`config.mk`:
```
export PLATFORM = sky130hd
export DESIGN_NAME = si_statistics_poller
export DESIGN_NICKNAME = d
export VERILOG_FILES = /design/src/rtl/si_statistics_poller.sv
export SDC_FILE = /design/constraint.sdc
export NUM_CORES = 1
export LEC_CHECK = 0
export CAP_MARGIN = 20
export CORE_MARGIN = 2
export CORE_UTILIZATION = 40
export DETAILED_ROUTE_END_ITERATION = 10
export PLACE_DENSITY_LB_ADDON = 0.3
export SYNTH_ARGS = -nofsm -noshare
export SYNTH_HDL_FRONTEND = slang
export SYNTH_SLANG_ARGS = --single-unit
```
`constraint.sdc`:
```
create_clock -name clk -period 2.9 [get_ports clk]
set_input_delay 0.58 -clock clk [delete_from_list [all_inputs] [get_ports clk]]
set_output_delay 0.58 -clock clk [all_outputs]
set_load 0.05 [all_outputs]
```
`src/rtl/si_statistics_poller.sv`:
```
// si_statistics_poller: Wishbone initiator that walks the statistics slave's
// register map and publishes one coherent snapshot. Each pass issues 16 single
// reads (64-bit counters LSB then MSB), optionally followed by a write of the
// slave's reset register.
// Register map (offsets from BASE_ADDR):
//   0 magic 'stat', 8 reset reg (write only), 12 packet_rate, 16 word_rate,
//   24/28 received_packets, 32/36 received_words, 40 size_of_last_packet,
//   44 invalid_packets, 48 packet_loss[0], 52 tag_rate, 56/60 received_tags,
//   64 overflow[1:0], 72/76 missed_tags.
module si_statistics_poller #(
  parameter int unsigned POLL_PERIOD = 33333333,
  parameter int unsigned ACK_TIMEOUT = 255,
  parameter logic [31:0] BASE_ADDR   = 32'h0
) (
  input  logic        clk,
  input  logic        rst_n,
  input  logic        start_i,
  input  logic        clear_req_i,
  input  logic [2:0]  clear_mask_i,
  output logic        wb_cyc_o,
  output logic        wb_stb_o,
  output logic        wb_we_o,
  output logic [31:0] wb_adr_o,
  output logic [31:0] wb_dat_o,
  input  logic [31:0] wb_dat_i,
  input  logic        wb_ack_i,
  output logic        busy_o,
  output logic        snap_valid_o,
  output logic [31:0] packet_rate_o,
  output logic [31:0] word_rate_o,
  output logic [31:0] tag_rate_o,
  output logic [63:0] received_packets_o,
  output logic [63:0] received_words_o,
  output logic [63:0] received_tags_o,
  output logic [63:0] missed_tags_o,
  output logic [31:0] size_of_last_packet_o,
  output logic [31:0] invalid_packets_o,
  output logic        packet_loss_o,
  output logic [1:0]  overflow_o,
  output logic        error_o,
  output logic [1:0]  error_code_o
);

  localparam logic [31:0] MAGIC      = 32'h7374_6174;
  localparam logic [31:0] TMO_LAST   = 32'(ACK_TIMEOUT - 1);
  localparam logic [31:0] TMR_RELOAD = (POLL_PERIOD == 0) ? 32'd0 : 32'(POLL_PERIOD - 1);

  typedef enum logic [2:0] {IDLE, REQ, WAIT, GAP, CLEAR, DONE, ERR} state_t;

  state_t      state_q, state_d;
  logic [3:0]  idx_q, idx_d;
  logic        wr_q, wr_d;
  logic [31:0] tmo_q, tmo_d;
  logic [31:0] tmr_q;
  logic        pass_pend_q, pass_pend_d;
  logic        clr_pend_q, clr_pend_d;
  logic [2:0]  clr_mask_q, clr_mask_d;
  logic [1:0]  err_code_q, err_code_d;
  logic        tick, cap, publish;

  // Shadow copies collected during the pass; missed_tags MSB comes straight off the bus.
  logic [31:0] sh_prate, sh_wrate, sh_trate, sh_size, sh_inval, sh_mt_lo;
  logic [63:0] sh_rxp, sh_rxw, sh_rxt;
  logic        sh_loss;
  logic [1:0]  sh_ovf;

  function automatic logic [6:0] rd_off(input logic [3:0] i);
    case (i)
      4'd0:    return 7'd0;
      4'd1:    return 7'd12;
      4'd2:    return 7'd16;
      4'd3:    return 7'd24;
      4'd4:    return 7'd28;
      4'd5:    return 7'd32;
      4'd6:    return 7'd36;
      4'd7:    return 7'd40;
      4'd8:    return 7'd44;
      4'd9:    return 7'd48;
      4'd10:   return 7'd52;
      4'd11:   return 7'd56;
      4'd12:   return 7'd60;
      4'd13:   return 7'd64;
      4'd14:   return 7'd72;
      default: return 7'd76;
    endcase
  endfunction

  assign tick = (POLL_PERIOD != 0) && (tmr_q == 32'd0);

  // Free-running poll timer; reloads whenever it fires.
  always_ff @(posedge clk or negedge rst_n)
    if (!rst_n)                tmr_q <= TMR_RELOAD;
    else if (POLL_PERIOD != 0) tmr_q <= tick ? TMR_RELOAD : tmr_q - 32'd1;

  // Next-state logic: one bus transaction at a time, stb only in REQ/CLEAR.
  always_comb begin
    state_d     = state_q;
    idx_d       = idx_q;
    wr_d        = wr_q;
    tmo_d       = tmo_q;
    pass_pend_d = pass_pend_q | start_i | tick;
    clr_pend_d  = clr_pend_q | clear_req_i;
    clr_mask_d  = clr_mask_q | (clear_req_i ? clear_mask_i : 3'b0);
    err_code_d  = err_code_q;
    cap         = 1'b0;
    publish     = 1'b0;
    case (state_q)
      IDLE: if (pass_pend_d) begin
        state_d     = REQ;
        idx_d       = 4'd0;
        wr_d        = 1'b0;
        pass_pend_d = 1'b0;
        err_code_d  = 2'd0;
      end
      REQ: begin
        tmo_d   = 32'd1;
        state_d = WAIT;
      end
      CLEAR: begin
        tmo_d   = 32'd1;
        wr_d    = 1'b1;
        state_d = WAIT;
      end
      WAIT: if (wb_ack_i) begin
        if (wr_q) begin
          state_d    = GAP;
          clr_pend_d = clear_req_i;
          clr_mask_d = clear_req_i ? clear_mask_i : 3'b0;
        end else if (idx_q == 4'd0 && wb_dat_i != MAGIC) begin
          state_d    = ERR;
          err_code_d = 2'd1;
        end else if (idx_q == 4'd15) begin
          state_d = DONE;
          publish = 1'b1;
        end else begin
          state_d = GAP;
          cap     = 1'b1;
        end
      end else if (tmo_q >= TMO_LAST) begin
        state_d    = ERR;
        err_code_d = 2'd2;
      end else begin
        tmo_d = tmo_q + 32'd1;
      end
      GAP: if (wr_q) state_d = IDLE;
           else begin
             state_d = REQ;
             idx_d   = idx_q + 4'd1;
           end
      DONE:    state_d = clr_pend_d ? CLEAR : IDLE;
      ERR:     state_d = IDLE;
      default: state_d = IDLE;
    endcase
  end

  // Control state registers.
  always_ff @(posedge clk or negedge rst_n)
    if (!rst_n) begin
      state_q     <= IDLE;
      idx_q       <= 4'd0;
      wr_q        <= 1'b0;
      tmo_q       <= 32'd0;
      pass_pend_q <= 1'b0;
      clr_pend_q  <= 1'b0;
      clr_mask_q  <= 3'b0;
      err_code_q  <= 2'd0;
    end else begin
      state_q     <= state_d;
      idx_q       <= idx_d;
      wr_q        <= wr_d;
      tmo_q       <= tmo_d;
      pass_pend_q <= pass_pend_d;
      clr_pend_q  <= clr_pend_d;
      clr_mask_q  <= clr_mask_d;
      err_code_q  <= err_code_d;
    end

  // Capture each acked read word into its shadow field.
  always_ff @(posedge clk or negedge rst_n)
    if (!rst_n) begin
      sh_prate <= '0; sh_wrate <= '0; sh_trate <= '0; sh_size <= '0;
      sh_inval <= '0; sh_mt_lo <= '0; sh_rxp <= '0; sh_rxw <= '0;
      sh_rxt <= '0; sh_loss <= 1'b0; sh_ovf <= '0;
    end else if (cap) begin
      case (idx_q)
        4'd1:  sh_prate        <= wb_dat_i;
        4'd2:  sh_wrate        <= wb_dat_i;
        4'd3:  sh_rxp[31:0]    <= wb_dat_i;
        4'd4:  sh_rxp[63:32]   <= wb_dat_i;
        4'd5:  sh_rxw[31:0]    <= wb_dat_i;
        4'd6:  sh_rxw[63:32]   <= wb_dat_i;
        4'd7:  sh_size         <= wb_dat_i;
        4'd8:  sh_inval        <= wb_dat_i;
        4'd9:  sh_loss         <= wb_dat_i[0];
        4'd10: sh_trate        <= wb_dat_i;
        4'd11: sh_rxt[31:0]    <= wb_dat_i;
        4'd12: sh_rxt[63:32]   <= wb_dat_i;
        4'd13: sh_ovf          <= wb_dat_i[1:0];
        4'd14: sh_mt_lo        <= wb_dat_i;
        default: ;
      endcase
    end

  // Publish the whole snapshot at once on the final ack; aborted passes never get here.
  always_ff @(posedge clk or negedge rst_n)
    if (!rst_n) begin
      packet_rate_o <= '0; word_rate_o <= '0; tag_rate_o <= '0;
      received_packets_o <= '0; received_words_o <= '0; received_tags_o <= '0;
      missed_tags_o <= '0; size_of_last_packet_o <= '0; invalid_packets_o <= '0;
      packet_loss_o <= 1'b0; overflow_o <= '0;
    end else if (publish) begin
      packet_rate_o         <= sh_prate;
      word_rate_o           <= sh_wrate;
      tag_rate_o            <= sh_trate;
      received_packets_o    <= sh_rxp;
      received_words_o      <= sh_rxw;
      received_tags_o       <= sh_rxt;
      missed_tags_o         <= {wb_dat_i, sh_mt_lo};
      size_of_last_packet_o <= sh_size;
      invalid_packets_o     <= sh_inval;
      packet_loss_o         <= sh_loss;
      overflow_o            <= sh_ovf;
    end

  // Bus outputs decoded from state so a reset drops cyc/stb immediately.
  always_comb begin
    wb_cyc_o = (state_q == REQ) || (state_q == CLEAR) || (state_q == WAIT);
    wb_stb_o = (state_q == REQ) || (state_q == CLEAR);
    wb_we_o  = (state_q == CLEAR) || (state_q == WAIT && wr_q);
    wb_adr_o = 32'd0;
    if (wb_we_o)                                     wb_adr_o = BASE_ADDR + 32'd8;
    else if (state_q == REQ || state_q == WAIT)      wb_adr_o = BASE_ADDR + 32'(rd_off(idx_q));
    wb_dat_o = wb_we_o ? {29'b0, clr_mask_q} : 32'd0;
  end

  assign busy_o       = (state_q != IDLE);
  assign snap_valid_o = (state_q == DONE);
  assign error_o      = (state_q == ERR);
  assign error_code_o = err_code_q;

endmodule
```
==> metrics.txt <==
outcome completed; Top FF cell, synth dfrtp_1; f_max 356 MHz; Total Nets Final 2,816; Worst R2R Start idx_q[0]; EDFF count, synth 0; Overall Global Routing Usage 20.2%; Net Sw Power roughly 7400 µW; clock skew 0.0381 ns; clock tree root driver cell clkbuf_16; Sw Ratio 25.0%; Hold Crit Class flip-flop to flip-flop; GP Congestion 0.791; final setup fails 0; P_int approximately 22,000 µW; Max-slew headroom 50.9%; Worst-Skew Late Latency 0.64 ns; Hold Path Stages 1; Comb power frac 11.2%; initial antenna violation count 1; filler cell count 7,024; Final Total Pwr 29,600 µW; WP data required approximately 2.3 ns; TritonCTS Buffers 93; Initial DRT Pass Iterations 7; # DRC 0; routed len/inst 22.6 µm; sequential share of power 46.8%; RSZ-0062 raised after global routing yes; warning count from the yosys run 0; Peak VDD IR 0.590 mV; synthesized flop and latch total 885; R2R Setup Slk 0.21 ns; Die W 297 µm; crit path time final 2.81 ns; vias in the first global route 21,483; worst hold slack 0.475 ns; Seq/Total Area, Yosys approximately 65%; Post-synth ARST share 100%; peak fanout along the critical path 4; Crit Path Class flip-flop to output pin; Final Max Tran Viols 0; core area 85,100 µm²; WHS Endpoint clr_pend_q; Clock Sinks 885; HP Start clr_pend_q; cell area after synthesis 34,300 µm²; DP HPWL 61,700 µm; Clk pwr share 41.9%; commonest non-fill, non-tap cells in the layout dfrtp_1 (868), mux2_2 (787), clkdlybuf4s50_1 (458); Worst setup EP type output pin; Ports 531; startpoint type of the worst setup path flip-flop; Die Y 297 µm; Initial Util 40.3%; MaxCap Viol Count 0; Synth-to-Final Area Change 29.4%; wire length of the first global-routing pass 136,000 µm; 1st-iter DRT viols 813; final worst-path cycle share 96.8%; CTS tree done; leading area contributor after synthesis dfrtp_1; RR Endpoint missed_tags_o[36]; final WL 90,100 µm; pwr/cell area 668 nW/µm²; n_diodes 0; final hold vios 0; PortBufs 474; Leak approximately 0.022 µW; top cell type's share of synthesized area 63.6%; Critical Path AT 2.23 ns; Remaining Overflow, GRT 0; clock transition at the registers of the reported paths 0.06 ns; Antenna Violating Nets Remaining 0; detail-routed via count per cell approximately 5.0; Synth area leaders dfrtp_1 (64%), mux2_2 (26%), buf_4 (1.2%), clkbuf_1 (1.1%), dfstp_2 (0.92%); R2R depth 8; dpl ws -0.788 ns; layout cells sized above 1 39.6%; Yosys cell types 57; measured slew at the worst slew-check pin between 0.7 and 0.8 ns; Gate Count Post-Synth 2,210; Vias 19,972; most common cell after layout, fill and taps aside dfrtp_1; num rows 107; post-route setup slack 0.0916 ns; CTS H-tree depth 3; syn_area_per_cell ~16 µm²; area of the die 88,200 µm²; CTS Buffer Depth 3; largest net degree at the start of global routing 91
[critical path, stage by stage (launching register included)]
cell and delay, ns:
dfrtp_1 0.37, inv_2 0.08, ha_4 0.29, nand2_1 0.07, o21ai_2 0.08, o21ai_2 0.08
o21ai_1 0.14, a21oi_1 0.08, a31o_2 0.25, buf_12 0.15
[power groups by stage]
stage | clock, µW | combinational [µW] | sequential, µW
2_1_floorplan | 0 | 2080 | 13900
3_3_place_gp | 0 | 3100 | 14000
3_5_place_dp | 0 | 3220 | 14100
4_1_cts | 12700 | 3290 | 13900
5_1_grt | 13300 | 3600 | 14000
6_report | 12400 | 3330 | 13900
[how the worst max path moves through the flow]
stage | end | cells past startpoint | startpoint | slack (ns)
2_1_floorplan | wb_adr_o[6] | 5 | state_q[0] | 0.09
3_3_place_gp | sh_rxp[6] | 10 | wb_dat_i[10] | -0.82
3_5_place_dp | sh_rxp[6] | 10 | wb_dat_i[10] | -0.79
4_1_cts | wb_adr_o[3] | 9 | idx_q[0] | -0.03
5_1_grt | wb_adr_o[3] | 9 | idx_q[1] | -0.10
6_report | wb_adr_o[3] | 9 | idx_q[1] | 0.09
[metal layers]
layer | track usage, % | part of all wire, %
met5 | 0 | 0
met4 | 6.39 | 2.6
met3 | 4.95 | 5.4
met2 | 35.1 | 51
met1 | 24.8 | 41
[Yosys cell counts (all sizes together), types with 2 or more instances]
| library cell | number |
|---|---|
| dfrtp | 873 |
| mux2 | 809 |
| clkbuf | 101 |
| buf | 85 |
| nor2 | 43 |
| nand2 | 32 |
| nor2b | 26 |
| nand3 | 24 |
| o21ai | 20 |
| a21oi | 18 |
| nor3 | 18 |
| nor4 | 14 |
| inv | 13 |
| nand4 | 13 |
| xnor2 | 13 |
| dfstp | 12 |
| xor2 | 12 |
| ha | 10 |
| or3 | 9 |
| nand2b | 6 |
| nor3b | 6 |
| nor4b | 6 |
| a22o | 5 |
| and2 | 5 |
| mux2i | 5 |
| and3 | 4 |
| a21o | 3 |
| a32o | 2 |
| nand3b | 2 |
| o31ai | 2 |
| or4 | 2 |
[state kept, by name (all words and copies together) (netlist names), 64 cells and up]
register            cells
sh_rxt                 64
missed_tags_o          64
received_packets_o     64
sh_rxp                 64
received_tags_o        64
received_words_o       64
sh_rxw                 64
[stage by stage]
step           std cells  cell area, µm²  util, %  setup TNS [ns]
2_1_floorplan       2265           34500        -               0
3_3_place_gp        3805           41000     48.2          -79.63
3_5_place_dp        3805           41000     48.2          -77.59
4_1_cts             3976           44300     52.1         -0.0311
5_1_grt             3983           44400     52.2          -0.182
6_report            3983           44400     52.2               0
[logic make-up after synthesis]
family / synth area share (%)
flip-flops: 64.6
multiplexers: 26.7
AND/OR/NAND/NOR: 3.56
buffers and inverters: 2.99
AO/OA/AOI/OAI: 1.13
XOR/XNOR: 0.638
adder cells (fa/ha/maj): 0.365
other: 0.0109
[repair_timing]
item | in CTS | in global routing
resized for setup | 12 | 14
endpoints found under the setup margin | 105 | 104
setup buffers | 2 | 7
hold buffers | 1 | 0
hold endpoints to repair | 31 | 0
pin swaps | 2 | 6
[area by class of cell]
class | instances | area, µm² | area share, %
multi-input cells | 1181 | 11400 | 25.8
well taps | 1144 | 1430 | 3.22
clock buffers | 134 | 2740 | 6.17
repair buffers | 592 | 6060 | 13.6
flip-flops and latches | 885 | 22200 | 49.9
inverters | 13 | 51.3 | 0.115
clock inverters | 34 | 517 | 1.16
Note: power is estimated with default switching activity, not from simulation.
